==> src/rtl/sel_campo_ajuste_pkg.sv <==
// Shared types for the adjust-mode field selector: mode encoding and per-mode field count.
// Pure declarations, no logic or timing of its own.
// Used by sel_campo_ajuste; field counts are supplied by the caller's parameters.
package ajuste_pkg;

  typedef enum logic [1:0] {
    MODO_IDLE  = 2'd0,
    MODO_HORA  = 2'd1,
    MODO_FECHA = 2'd2,
    MODO_CRONO = 2'd3
  } modo_t;

  // Number of adjustable fields for a mode; IDLE reports 1 so index math stays in range.
  function automatic int n_campos(input modo_t m, input int n_hora, input int n_fecha,
                                  input int n_crono);
    case (m)
      MODO_HORA:  return n_hora;
      MODO_FECHA: return n_fecha;
      MODO_CRONO: return n_crono;
      default:    return 1;
    endcase
  endfunction

endpackage

==> src/rtl/sel_campo_ajuste_detector_flanco.sv <==
// Rising-edge detector for a debounced level input.
// Pulse is combinational from the input against a one-cycle-old copy.
// The history flop has no reset, so a level held through reset never produces a pulse.
module detector_flanco (
  input  logic clk,
  input  logic in,
  output logic out
);

  logic prev_q;
  logic prev_d;

  // History copy of the input, captured every cycle regardless of reset.
  always_comb begin
    prev_d = in;
  end

  // Previous-level register.
  always_ff @(posedge clk) begin
    prev_q <= prev_d;
  end

  assign out = in & ~prev_q;

endmodule

==> src/rtl/sel_campo_ajuste.sv <==
// Adjust-mode field selector: decodes mode switches, walks a wrapping field index, blinks it.
// All outputs registered; a button edge or switch change shows on the edge that samples it.
// No backpressure: button edges on a mode-change cycle or in IDLE are dropped.
module sel_campo_ajuste
  import ajuste_pkg::*;
#(
  parameter int N_HORA    = 3,
  parameter int N_FECHA   = 3,
  parameter int N_CRONO   = 3,
  parameter int MAX_N     = 4,
  parameter int IDX_W     = 2,
  parameter int BLINK_DIV = 25_000_000
) (
  input  logic             clk,
  input  logic             rst,
  input  logic             sw_hora,
  input  logic             sw_fecha,
  input  logic             sw_cronometro,
  input  logic             parametro_der,
  input  logic             parametro_izq,
  output logic [1:0]       modo,
  output logic             ajuste_activo,
  output logic [IDX_W-1:0] campo_sel,
  output logic [MAX_N-1:0] campo_onehot,
  output logic             parpadeo
);

  localparam int CNT_W = (BLINK_DIV > 2) ? $clog2(BLINK_DIV) : 1;
  localparam logic [CNT_W-1:0] CNT_MAX = CNT_W'(BLINK_DIV - 1);

  logic der_e;
  logic izq_e;

  modo_t            modo_q, modo_d, modo_sw;
  logic [IDX_W-1:0] idx_q, idx_d, last_idx;
  logic [MAX_N-1:0] onehot_q, onehot_d;
  logic             activo_q, activo_d;
  logic [CNT_W-1:0] cnt_q, cnt_d;
  logic             parp_q, parp_d;
  logic             cambio_modo;

  detector_flanco u_flanco_der (
    .clk (clk),
    .in  (parametro_der),
    .out (der_e)
  );

  detector_flanco u_flanco_izq (
    .clk (clk),
    .in  (parametro_izq),
    .out (izq_e)
  );

  // Mode decode and field-index walk; onehot is derived from the next index so it never lags.
  always_comb begin
    modo_sw = MODO_IDLE;
    case ({sw_hora, sw_fecha, sw_cronometro})
      3'b100:  modo_sw = MODO_HORA;
      3'b010:  modo_sw = MODO_FECHA;
      3'b001:  modo_sw = MODO_CRONO;
      default: modo_sw = MODO_IDLE;
    endcase

    last_idx    = IDX_W'(n_campos(modo_q, N_HORA, N_FECHA, N_CRONO) - 1);
    cambio_modo = (modo_sw != modo_q);
    modo_d      = modo_sw;
    idx_d       = idx_q;

    if (cambio_modo || (modo_q == MODO_IDLE)) begin
      idx_d = '0;
    end else if (der_e && !izq_e) begin
      idx_d = (idx_q == last_idx) ? '0 : idx_q + 1'b1;
    end else if (izq_e && !der_e) begin
      idx_d = (idx_q == '0) ? last_idx : idx_q - 1'b1;
    end

    activo_d = (modo_d != MODO_IDLE);
    onehot_d = activo_d ? (MAX_N'(1) << idx_d) : '0;
  end

  // Mode / index / one-hot state register.
  always_ff @(posedge clk) begin
    if (rst) begin
      modo_q   <= MODO_IDLE;
      idx_q    <= '0;
      onehot_q <= '0;
      activo_q <= 1'b0;
    end else begin
      modo_q   <= modo_d;
      idx_q    <= idx_d;
      onehot_q <= onehot_d;
      activo_q <= activo_d;
    end
  end

  // Blink timing: a move or entering a mode restarts the period with the field visible.
  always_comb begin
    cnt_d  = cnt_q;
    parp_d = parp_q;
    if (modo_d == MODO_IDLE) begin
      cnt_d  = '0;
      parp_d = 1'b0;
    end else if (cambio_modo || (idx_d != idx_q)) begin
      cnt_d  = '0;
      parp_d = 1'b1;
    end else if (cnt_q == CNT_MAX) begin
      cnt_d  = '0;
      parp_d = ~parp_q;
    end else begin
      cnt_d  = cnt_q + 1'b1;
    end
  end

  // Blink counter and phase register.
  always_ff @(posedge clk) begin
    if (rst) begin
      cnt_q  <= '0;
      parp_q <= 1'b0;
    end else begin
      cnt_q  <= cnt_d;
      parp_q <= parp_d;
    end
  end

  assign modo          = modo_q;
  assign ajuste_activo = activo_q;
  assign campo_sel     = idx_q;
  assign campo_onehot  = onehot_q;
  assign parpadeo      = parp_q;

endmodule
==> config.mk <==
export PLATFORM = sky130hd
export DESIGN_NAME = sel_campo_ajuste
export DESIGN_NICKNAME = d
export VERILOG_FILES = /design/src/rtl/sel_campo_ajuste_pkg.sv /design/src/rtl/sel_campo_ajuste_detector_flanco.sv /design/src/rtl/sel_campo_ajuste.sv
export SDC_FILE = /design/constraint.sdc
export NUM_CORES = 1
export LEC_CHECK = 0
export BUFFER_PORTS_ARGS = -buffer_cell sky130_fd_sc_hd__clkbuf_2
export CORE_UTILIZATION = 34
export CTS_BUF_LIST = sky130_fd_sc_hd__clkbuf_8
export CTS_CLUSTER_SIZE = 10
export DETAILED_ROUTE_END_ITERATION = 8
export GPL_TIMING_DRIVEN = 1
export HOLD_SLACK_MARGIN = 0.15
export PLACE_DENSITY = 0.62
export SETUP_SLACK_MARGIN = 0.05
export SYNTH_ARGS = -nofsm -noshare
export SYNTH_HDL_FRONTEND = slang
export SYNTH_HIERARCHICAL = 1
export SYNTH_SLANG_ARGS = --single-unit
==> constraint.sdc <==
create_clock -name clk -period 5.5 [get_ports clk]
set_clock_uncertainty 0.15 [all_clocks]
set_input_delay 0.275 -clock clk [delete_from_list [all_inputs] [get_ports clk]]
set_output_delay 0.275 -clock clk [all_outputs]
set_load 0.05 [all_outputs]
### After elaboration in Yosys (flattened, before gate mapping)

Index checks and enable logic that the tools add are counted.

| word-level totals | value |
|---|---|
| bits of input ports | 7 |
| flip-flop bits (word level) | 37 |

| operators by class | value |
|---|---|
| multiplexer cells | 9 |
| bitwise gates (word level) | 6 |
| reductions and logical operators | 15 |
| shift-type cells | 1 |
| $add $sub $neg | 4 |
| eq/ne operators | 10 |

Operator list:

| cell | number |
|---|---|
| $add 25x1->25 const B | 1 |
| $eq 25x25->1 const B | 1 |
| $mux 2 | 6 |
| $logic_not 2->1 | 3 |
| $pmux 2 s3 | 1 |
| $eq 2x2->1 const B | 2 |
| $ne 2x2->1 | 2 |
| $not 1->1 | 4 |
| $reduce_bool 2->1 | 2 |
| $reduce_or 2->1 | 2 |
| $reduce_or 4->1 | 1 |
| $shl 1x2->4 const A | 1 |
| $eq 3x1->1 const B | 1 |
| $eq 3x2->1 const B | 1 |
| $eq 3x3->1 const B | 1 |
| $reduce_or 3->1 | 1 |
| $add 2x1->2 const B | 1 |
| $and 1x1->1 | 2 |
| $eq 2x1->1 const B | 1 |
| $eq 2x2->1 | 1 |
| $logic_and 1x1->1 | 2 |
| $logic_not 1->1 | 2 |
| $logic_or 1x1->1 | 2 |
| $mux 1 | 2 |
| other kinds (2) | 2 |

### Longest topological paths before layout

Gate-level depths: netlist of the first run.

| logic depth | value |
|---|---|
| depth after elaboration | 11 |
| mapped depth | 9 |

### Modules after synthesis

Netlist of the first run, hierarchy kept.

By module, submodules not included:

| module | instances | area each (um2) | cells each | sequential area each (um2) |
|---|---|---|---|---|
| sel_campo_ajuste | 1 | 1,873.0 | 198 | 700.7 |
| detector_flanco | 2 | 33.8 | 2 | 20.0 |

### Worst setup path before layout of the first run

OpenSTA, ideal clock, no wires.

| timing path | value |
|---|---|
| kind | register to register |
| from | register idx_q[0], in the netlist campo_sel[0] |
| to | register cnt_q[20] |
| cell stages (with the launch flop) | 10 |
| arrival | 2.533 ns |
| path buffers | 1 |
| setup slack | 2.755 ns |
| required time | 5.288 ns |
| cell sequence | dfxtp_1 inv_1 ha_1 or3b_2 o211ai_1 a32o_2 or2_1 a211o_4 buf_8 nor2_4 |

| between the ends | value |
|---|---|
| word-level cells in the longest chain between the ends | 8 |
| elaborated cells on any way between the ends | 12 |
| those cells by class | 2 x add/sub; 2 x eq/ne; 5 x mux; 3 x reduce/logical |

Ends and longest elaborated chain:

| item | line | RTL |
|---|---|---|
| from (decl) | sel_campo_ajuste.sv:35 | `logic [IDX_W-1:0] idx_q, idx_d, last_idx;` |
| from (signal assigned) | sel_campo_ajuste.sv:90 | `idx_q <= idx_d;` |
| $sub 2x1->2 or $logic_not 2->1 (tied branches) | sel_campo_ajuste.sv:74 | `idx_d = (idx_q == '0) ? last_idx : idx_q - 1'b1;` |
| $mux 2 | sel_campo_ajuste.sv:74 |  |
| $mux 2 | sel_campo_ajuste.sv:73 | `end else if (izq_e && !der_e) begin` |
| $mux 2 | sel_campo_ajuste.sv:71 | `end else if (der_e && !izq_e) begin` |
| $mux 2 | sel_campo_ajuste.sv:69 | `if (cambio_modo \|\| (modo_q == MODO_IDLE)) begin` |
| $ne 2x2->1 (*) | sel_campo_ajuste.sv:103 | `end else if (cambio_modo \|\| (idx_d != idx_q)) begin` |
| $logic_or 1x1->1 (*) | sel_campo_ajuste.sv:103 |  |
| $reduce_or 4->1 (no line) (*) | -- |  |
| to (signal assigned) | sel_campo_ajuste.sv:120 | `cnt_q <= cnt_d;` |
| to (decl) | sel_campo_ajuste.sv:38 | `logic [CNT_W-1:0] cnt_q, cnt_d;` |

Mark *: on every way between the ends. The rest lies on a longest branch, timed or not.
A chain may end at the register's enable or synchronous reset.

### Worst setup path in the final report of the first run

| timing path | value |
|---|---|
| from | input parametro_izq |
| to | register cnt_q[2] |

| between the ends | value |
|---|---|
| word-level cells in the longest chain between the ends | 8 |
| elaborated cells on any way between the ends | 10 |
| those cells by class | 1 x eq/ne; 3 x mux; 1 x bitwise; 5 x reduce/logical |

Ends and longest elaborated chain:

| item | line | RTL |
|---|---|---|
| from (decl) | sel_campo_ajuste.sv:20 | `input logic parametro_izq,` |
| $and 1x1->1 (*) | sel_campo_ajuste_detector_flanco.sv:23 | `assign out = in & ~prev_q;` |
| net izq_e | sel_campo_ajuste.sv:32 | `logic izq_e;` |
| $logic_and 1x1->1 or $logic_not 1->1 (tied branches) | sel_campo_ajuste.sv:73, sel_campo_ajuste.sv:71 |  |
| $mux 2 or $logic_and 1x1->1 (tied branches) | sel_campo_ajuste.sv:73, sel_campo_ajuste.sv:71 |  |
| $mux 2 (*) | sel_campo_ajuste.sv:71 |  |
| $mux 2 (*) | sel_campo_ajuste.sv:69 |  |
| $ne 2x2->1 (*) | sel_campo_ajuste.sv:103 |  |
| $logic_or 1x1->1 (*) | sel_campo_ajuste.sv:103 |  |
| $reduce_or 4->1 (no line) (*) | -- |  |

Mark *: on every way through the listed nets, which the timed path passes. The rest lies on a longest branch.

==> run summary, run 1 <==
- finished with violations — outcome
- DRC — violations in the final reports
- 3.22 mm — total routed wirelength
- sky130_fd_sc_hd__dfxtp_1 (38%), sky130_fd_sc_hd__nor2_4 (9.9%), sky130_fd_sc_hd__xor2_1 (8.6%), sky130_fd_sc_hd__nand3_1 (4.1%), sky130_fd_sc_hd__xnor2_1 (3.6%) — synth top area cells
- 1940 sq um — combined area of all synthesized cells
- sky130_fd_sc_hd__dfxtp_1 — largest area contributor in the synthesized netlist
- 0.123 — total track usage
- 234 — number of nets in the final layout
- 11.4% — Area Overhead vs Synth
- 361 MHz — Fmax achieved
- 0.344 — share of total power in the clock network
- 2 — residual DRC count
- 213 — number of nets in the synthesized netlist
- campo_sel[0] — Reg-to-Reg Start
- 2 — CTS H-Tree Depth
- 0 — max-capacitance violation count
- 0.504 — Period Utilization, post-route
- 0.554 — Flop pwr share
- 5 — number of buffers added by the clock tree synthesis step
- 1100 sq um — footprint of the multi-input gates
- 0 — number of flops mapped to enable cells by yosys
- 0.253 — fraction of power spent switching nets
- 6 — Synth warnings
- 0 — CTS resizes
- 0.000149 V — maximum resistive drop on vdd
- 0.07 ns — clock-pin transition on the worst setup and hold timing paths
- 0.762 ns — transition time at the pin with the least slew margin
- 5510 sq um — core region area
- input pin — kind of launch point of the worst setup path
- sky130_fd_sc_hd__dfxtp_1 — most frequent standard cell in the layout excluding fill and tap cells
- 9.61 sq um — average cell area after synthesis
- 741 sq um — Seq. cell area
- 0 — aggregate global routing overflow
- 0.352 — Initial Utilization
- 2.30 mm — Post-DP HPWL
- 0.732 nW — leakage power
- in2reg — Crit Path Class
- 37 — count of state elements after synthesis
- 27 — Cell Rows
- 77.6 um — horizontal die dimension
- 0 — number of setup buffers added after CTS
- no — setup repair after global routing missed its margin
- 23 — top fanout value on the critical path
- 0 — number of hold violations in the final report
- 17 — top-level I/O count
- 2.92 ns — Reg2Reg Setup Slack
- 0.373 mW — internal power
- sky130_fd_sc_hd__clkbuf_8 — Clock Tree Root
- 231 nW/um^2 — power per cell area
- cnt_q[2] — worst r2r dst
- 8 — FF-to-FF path depth
- 570 — Filler Cell Count
- register — kind of end point of the critical path
- 0 — initial antenna violation count
- 0.382 — area share of the largest cell type after synthesis
- 4.72 — DR vias/cell
- 2.84 ns — data arrival time of the critical path
- 16 — count of port buffers added during placement
- 5.91 mm — first-pass GRT wire length
- 1389 — routed vias
- 0 ns — aggregate negative setup slack
- 77.6 um — DIE HEIGHT
- sw_cronometro — startpoint of the most critical hold path
- 294 — Layout Cells excl Fill
- 0.29 ns — clock latency reported for the late side of the worst-skew pair
- 0.382 — fraction of the yosys area taken by sequential cells
- 2.77 ns — final critical path time including I/O delays and setup
- 0 — Final setup viols
- 2 — maximum clock path buffer count
- 0.848 — final RePlAce weighted congestion
- 5 — count of hold buffers inserted by post-cts repair
- 35 — starting DRC count in detailed routing
- 283 — Post-Place Cells
- 37 — number of clock sinks
- 5.57 ns — Worst EP required
- 1358 — via count of the first global-routing pass
- sky130_fd_sc_hd__dfxtp_1 (37), sky130_fd_sc_hd__xor2_1 (19), sky130_fd_sc_hd__nor2_4 (17) — most used cells in the layout excluding fill and tap cells
- 0 — fraction of registers with async set/reset
- 6 — 1st-pass router iterations
- 3 — number of stages on the worst hold path
- 44 — post-synth cell types
- parametro_izq — timing startpoint of the critical path
- 0 — antenna diode instance count
- modo[1] — Endpoint, Worst Hold
- 0.102 — share of total power in combinational logic
- 0 — Max Transition Viols Final
- 0 — Final ANT Viol Nets
- 0.488 — Max-Slew Margin vs Limit
- 10.9 um — per-cell routed wire length
- in2reg — Worst Hold Class
- 0.126 mW — power dissipated by switching net loads
- 0.221 — fraction of layout instances using a drive strength above 1
- built — clock tree from TritonCTS
- sky130_fd_sc_hd__dfxtp_1 — Top FF cell, synth
- 24 — pin count of the biggest net entering global routing
- 202 — cell count after synthesis
- 6010 sq um — die area
## layer usage
| metal | up-vias | GRT usage | part of all wire |
|---|---|---|---|
| met1 | 632 | 0.146 | 0.48 |
| li1 | 735 | - | - |
| met4 | 0 | 0.0509 | 0.014 |
| met5 | - | 0 | 0 |
| met3 | 5 | 0.0435 | 0.039 |
| met2 | 17 | 0.199 | 0.46 |
## cells by family after synthesis
| kind of cell | count (synthesis) | share of synthesized area |
|---|---|---|
| AND/OR/NAND/NOR | 104 | 0.351 |
| flip-flops | 37 | 0.382 |
| XOR/XNOR | 27 | 0.122 |
| AO/OA/AOI/OAI | 16 | 0.0651 |
| buffers and inverters | 13 | 0.0490 |
| adder cells (fa/ha/maj) | 5 | 0.0309 |
## final cells by class
class                      count  share of cell area
multi-input combinational    152               0.511
timing repair buffer          21              0.0602
inverter                       6              0.0104
sequential                    37               0.343
clock buffer                   5              0.0318
clock inverter                 1             0.00231
tap                           72              0.0417
## how the worst max path moves through the flow
| stage | end | slack (ns) |
|---|---|---|
| 2_1_floorplan | cnt_q[20] | 2.76 |
| 3_3_place_gp | cnt_q[3] | 2.95 |
| 3_5_place_dp | cnt_q[2] | 2.90 |
| 4_1_cts | cnt_q[2] | 2.72 |
| 5_1_grt | cnt_q[2] | 2.60 |
| 6_report | cnt_q[2] | 2.73 |
## state kept, by name, indices dropped and copies added (netlist names)
register             count
modo                     2
u_flanco_der/prev_q      1
u_flanco_izq/prev_q      1
ajuste_activo            1
campo_onehot             4
cnt_q                   25
campo_sel                2
parpadeo                 1
## synthesized netlist by cell type, types with 4 or more instances
master / number
sky130_fd_sc_hd__nand3_1: 16
sky130_fd_sc_hd__dfxtp_1: 37
sky130_fd_sc_hd__inv_1: 6
sky130_fd_sc_hd__nand4_1: 4
sky130_fd_sc_hd__nor3_1: 6
sky130_fd_sc_hd__xor2_1: 19
sky130_fd_sc_hd__nor2_4: 17
sky130_fd_sc_hd__nand2_1: 13
sky130_fd_sc_hd__and3_1: 6
sky130_fd_sc_hd__ha_1: 4
sky130_fd_sc_hd__xnor2_1: 8
sky130_fd_sc_hd__nor2_1: 14
## worst max-delay path, stage by stage
cell	delay, ns
sky130_fd_sc_hd__dlygate4sd3_1	0.53
sky130_fd_sc_hd__clkbuf_2	0.11
sky130_fd_sc_hd__nor2b_4	0.14
sky130_fd_sc_hd__nor2b_1	0.16
sky130_fd_sc_hd__or3_1	0.35
sky130_fd_sc_hd__a32o_2	0.30
sky130_fd_sc_hd__or2_1	0.23
sky130_fd_sc_hd__a211o_4	0.56
sky130_fd_sc_hd__nor2_1	0.17
## per-stage QoR
| stage | utilization | worst slack (ns) | cell area, sq um | total power, mW | hold WS [ns] |
|---|---|---|---|---|---|
| floorplan | - | 2.76 | 1940 | 0.327 | 0.153 |
| global placement | 0.370 | 2.95 | 2040 | 0.331 | 0.249 |
| detailed placement | 0.370 | 2.90 | 2040 | 0.331 | 0.252 |
| CTS | 0.393 | 2.72 | 2160 | 0.508 | 0.226 |
| global route | 0.393 | 2.60 | 2160 | 0.525 | 0.234 |
| finish | 0.393 | 2.73 | 2160 | 0.499 | 0.236 |
## power groups by stage
stage	Clock [mW]	Sequential (mW)	Combinational [mW]
finish	0.172	0.277	0.0509
global route	0.193	0.277	0.0552
CTS	0.180	0.277	0.0516
detailed placement	0	0.283	0.0486
global placement	0	0.283	0.0487
floorplan	0	0.291	0.0358
Power figures use the tool's default switching activity.
==> run 2: changes to the inputs <==
--- a/config.mk
+++ b/config.mk
@@ -5,6 +5,7 @@
 export SDC_FILE = /design/constraint.sdc
 export NUM_CORES = 1
 export LEC_CHECK = 0
+export ABC_AREA = 1
 export BUFFER_PORTS_ARGS = -buffer_cell sky130_fd_sc_hd__clkbuf_2
 export CORE_UTILIZATION = 34
 export CTS_BUF_LIST = sky130_fd_sc_hd__clkbuf_8
==> constraint.sdc (replaced) <==
create_clock -name clk -period 2.7 [get_ports clk]
set_clock_uncertainty 0.15 [all_clocks]
set_input_delay 0.135 -clock clk [delete_from_list [all_inputs] [get_ports clk]]
set_output_delay 0.135 -clock clk [all_outputs]
set_load 0.05 [all_outputs]
==> run summary, run 2 <==
- finished clean — outcome
- 17 — top-level I/O count, unchanged
- cnt_q — register name with the most flops
- register — kind of end point of the critical path
- 14.1% — Area Overhead vs Synth
- 0 — Max Transition Viols Final, unchanged
- sky130_fd_sc_hd__dfxtp_1 (35%), sky130_fd_sc_hd__nor2_4 (11%), sky130_fd_sc_hd__nand2_1 (7.4%), sky130_fd_sc_hd__inv_1 (6.7%), sky130_fd_sc_hd__nor2_1 (6.2%) — synth top area cells
- 0.355 — Initial Utilization, +0.00304
- 24 — post-synth cell types, -45%
- 16 — count of port buffers added during placement, unchanged
- 80.9 um — DIE HEIGHT, +4.3%
- sky130_fd_sc_hd__nand2_1 — most frequent standard cell in the layout excluding fill and tap cells
- input pin — kind of launch point of the worst setup path
- 0.07 ns — clock-pin transition on the worst setup and hold timing paths, about the same
- 0.892 nW — leakage power, +22%
- sky130_fd_sc_hd__nand2_1 — count leader, synth
- 12 — FF-to-FF path depth, +4
- 2.42 ns — final critical path time including I/O delays and setup
- 25 — top fanout value on the critical path, +8.7%
- 1.06 mW — total chip power, +110%
- 0.29 ns — clock latency reported for the late side of the worst-skew pair, about the same
- sky130_fd_sc_hd__dfxtp_1 — largest area contributor in the synthesized netlist
- 0 — residual DRC count, -2
- 1 — number of stages on the worst hold path, -2
- dlygate4sd3_1, clkbuf_2, nand2_1, nand3_2, dlygate4sd3_1, nor2_1, nor2_1, a31oi_2, nand2_8, nor2_1 — cell-by-cell trace of the critical path
- 5960 sq um — core region area, +8.2%
- 37 — number of clock sinks, unchanged
- 0 — number of setup buffers added after CTS, unchanged
- 0.239 — fraction of layout instances using a drive strength above 1, +0.0182
- sky130_fd_sc_hd__dfxtp_1 — Top FF cell, synth
- 0 — fraction of registers with async set/reset, unchanged
- 2.71 mm — Post-DP HPWL, +18%
- 0 — antenna diode instance count, unchanged
- 0 — number of hold violations in the final report, unchanged
- 0.410 ns — transition time at the pin with the least slew margin, -0.352 ns
- 0.126 — total track usage, +0.00335
- 6.57 mm — first-pass GRT wire length, +11%
- 80.9 um — horizontal die dimension, +4.3%
- 0.809 — final RePlAce weighted congestion, -4.6%
- 0 — number of flops mapped to enable cells by yosys, unchanged
- 1558 — via count of the first global-routing pass, +15%
- sw_hora — timing startpoint of the critical path
- 26 — pin count of the biggest net entering global routing, +8.3%
- 264 — cell count after synthesis, +31%
- 2420 sq um — post-route standard cell area excluding fillers, +12%
- 28 — Cell Rows, +3.7%
- 0 — max-capacitance violation count, unchanged
- no — setup repair after global routing missed its margin
- 3 — sum of buffers and inverters on the critical path, +1
- sky130_fd_sc_hd__nand2_1 (42), sky130_fd_sc_hd__inv_1 (41), sky130_fd_sc_hd__dfxtp_1 (37) — most used cells in the layout excluding fill and tap cells
- 4.38 — DR vias/cell, -7.3%
- 275 — number of nets in the synthesized netlist, +29%
- campo_sel[1] — Reg-to-Reg Start
- sky130_fd_sc_hd__nand2_1 (42), sky130_fd_sc_hd__inv_1 (38), sky130_fd_sc_hd__dfxtp_1 (37) — cell types with the highest counts after synthesis
- 8.02 sq um — average cell area after synthesis, -17%
- 2 — CTS H-Tree Depth, unchanged
- 0 — Final setup viols, unchanged
- 0 — initial antenna violation count, unchanged
- 0 ns — aggregate negative setup slack, unchanged
- 2.77 ns — Worst EP required, -2.80 ns
- built — clock tree from TritonCTS
- 81 — starting DRC count in detailed routing, +130%
- cnt_q[0] — startpoint of the most critical hold path
- sky130_fd_sc_hd__nor2_1 — library cell appearing most often on the critical path
- 440 nW/um^2 — power per cell area, +91%
- 1611 — routed vias, +16%
- 0.898 — Period Utilization, post-route
- 2 — maximum clock path buffer count, unchanged
- 0.56 ns — largest stage delay on the critical path, about the same
- reg2reg — Worst Hold Class
- 413 MHz — Fmax achieved
- 0.000205 V — maximum resistive drop on vdd, +37%
- 37 — count of state elements after synthesis, unchanged
- 2250 sq um — area post-placement, +10%
- 6 — Synth warnings, unchanged
- 4 — 1st-pass router iterations, -2
- 303 — number of nets in the final layout, +29%
- 6550 sq um — die area, +8.9%
- 25 — flip-flop count of the largest register after layout, unchanged
- 2.49 ns — data arrival time of the critical path, -0.35 ns
- 0.725 — Max-Slew Margin vs Limit, +0.237
- 9.79 um — per-cell routed wire length, -10%
- 5 — number of buffers added by the clock tree synthesis step, unchanged
- buffers and inverters — kind of cell adding the most delay to the critical path
- 10 — critical path depth, +1
- 0.350 — fraction of the yosys area taken by sequential cells, -0.0318
- 0.406 — core occupancy in the finished layout, +0.0130
- 3.60 mm — total routed wirelength, +12%
- sky130_fd_sc_hd__clkbuf_8 — Clock Tree Root
- 0 — Final ANT Viol Nets, unchanged
- 0 — aggregate global routing overflow, unchanged
- in2reg — Crit Path Class
- 0.350 — area share of the largest cell type after synthesis, -0.0318
- 2120 sq um — combined area of all synthesized cells, +9.1%
- sky130_fd_sc_hd__dlygate4sd3_1 — cell at the slowest stage of the critical path
run 2: layout make-up:
type,count,area [sq um]
fillers,599,3540
flip-flops and latches,37,741
well taps,75,93.8
inverters,43,161
repair buffers,23,150
clock inverters,3,11.3
multi-input cells,182,1190
clock buffers,5,68.8
run 2: final timing paths:
path | slack, ns | end
min | 0.30 | cnt_q[0]
max | 0.28 | cnt_q[4]
max reg2reg | 0.54 | cnt_q[4]
min reg2reg | 0.30 | cnt_q[0]
run 2: kinds of logic (layout without fill, tap and decap cells):
| family | after synthesis | count (layout) | share of synthesized area |
|---|---|---|---|
| and+or+nand+nor | 151 | 151 | 0.420 |
| adders and majority gates | 4 | 4 | 0.0236 |
| buffers and inverters | 45 | 74 | 0.0952 |
| AOI/OAI and AO/OA | 4 | 4 | 0.0160 |
| xor gates and xnor gates | 23 | 23 | 0.0952 |
| DFF | 37 | 37 | 0.350 |
run 2: layer usage:
metal | global-route usage | part of all wire | routed length [um] | up-vias
met5 | 0 | 0 | 0 | -
met4 | 0.0536 | 0.020 | 72 | 0
met3 | 0.0202 | 0.027 | 98 | 5
met2 | 0.204 | 0.45 | 1610 | 24
met1 | 0.165 | 0.50 | 1820 | 718
li1 | - | - | - | 864
run 2: power breakdown:
part / internal [mW] / switching [mW] / total, mW / leakage (nW)
clock: 0.172 / 0.190 / 0.362 / 0.0519
combinational: 0.0430 / 0.0980 / 0.141 / 0.540
sequential: 0.555 / 0.00593 / 0.561 / 0.300
run 2: through the flow:
stage | hold WS (ns) | setup slack, ns | instances
final | 0.302 | 0.276 | 368
after detailed placement | 0.108 | 0.415 | 353
after global placement | 0.105 | 0.441 | 353
after global routing | 0.315 | 0.119 | 368
after CTS | 0.303 | 0.129 | 368
after floorplan | 0.0127 | 0.401 | 264
run 2: timing repair:
item / CTS / global route
hold buffers: 7 / 0
resized for setup: 0 / 2
setup endpoints to repair: 0 / 21
hold endpoints to repair: 9 / 0
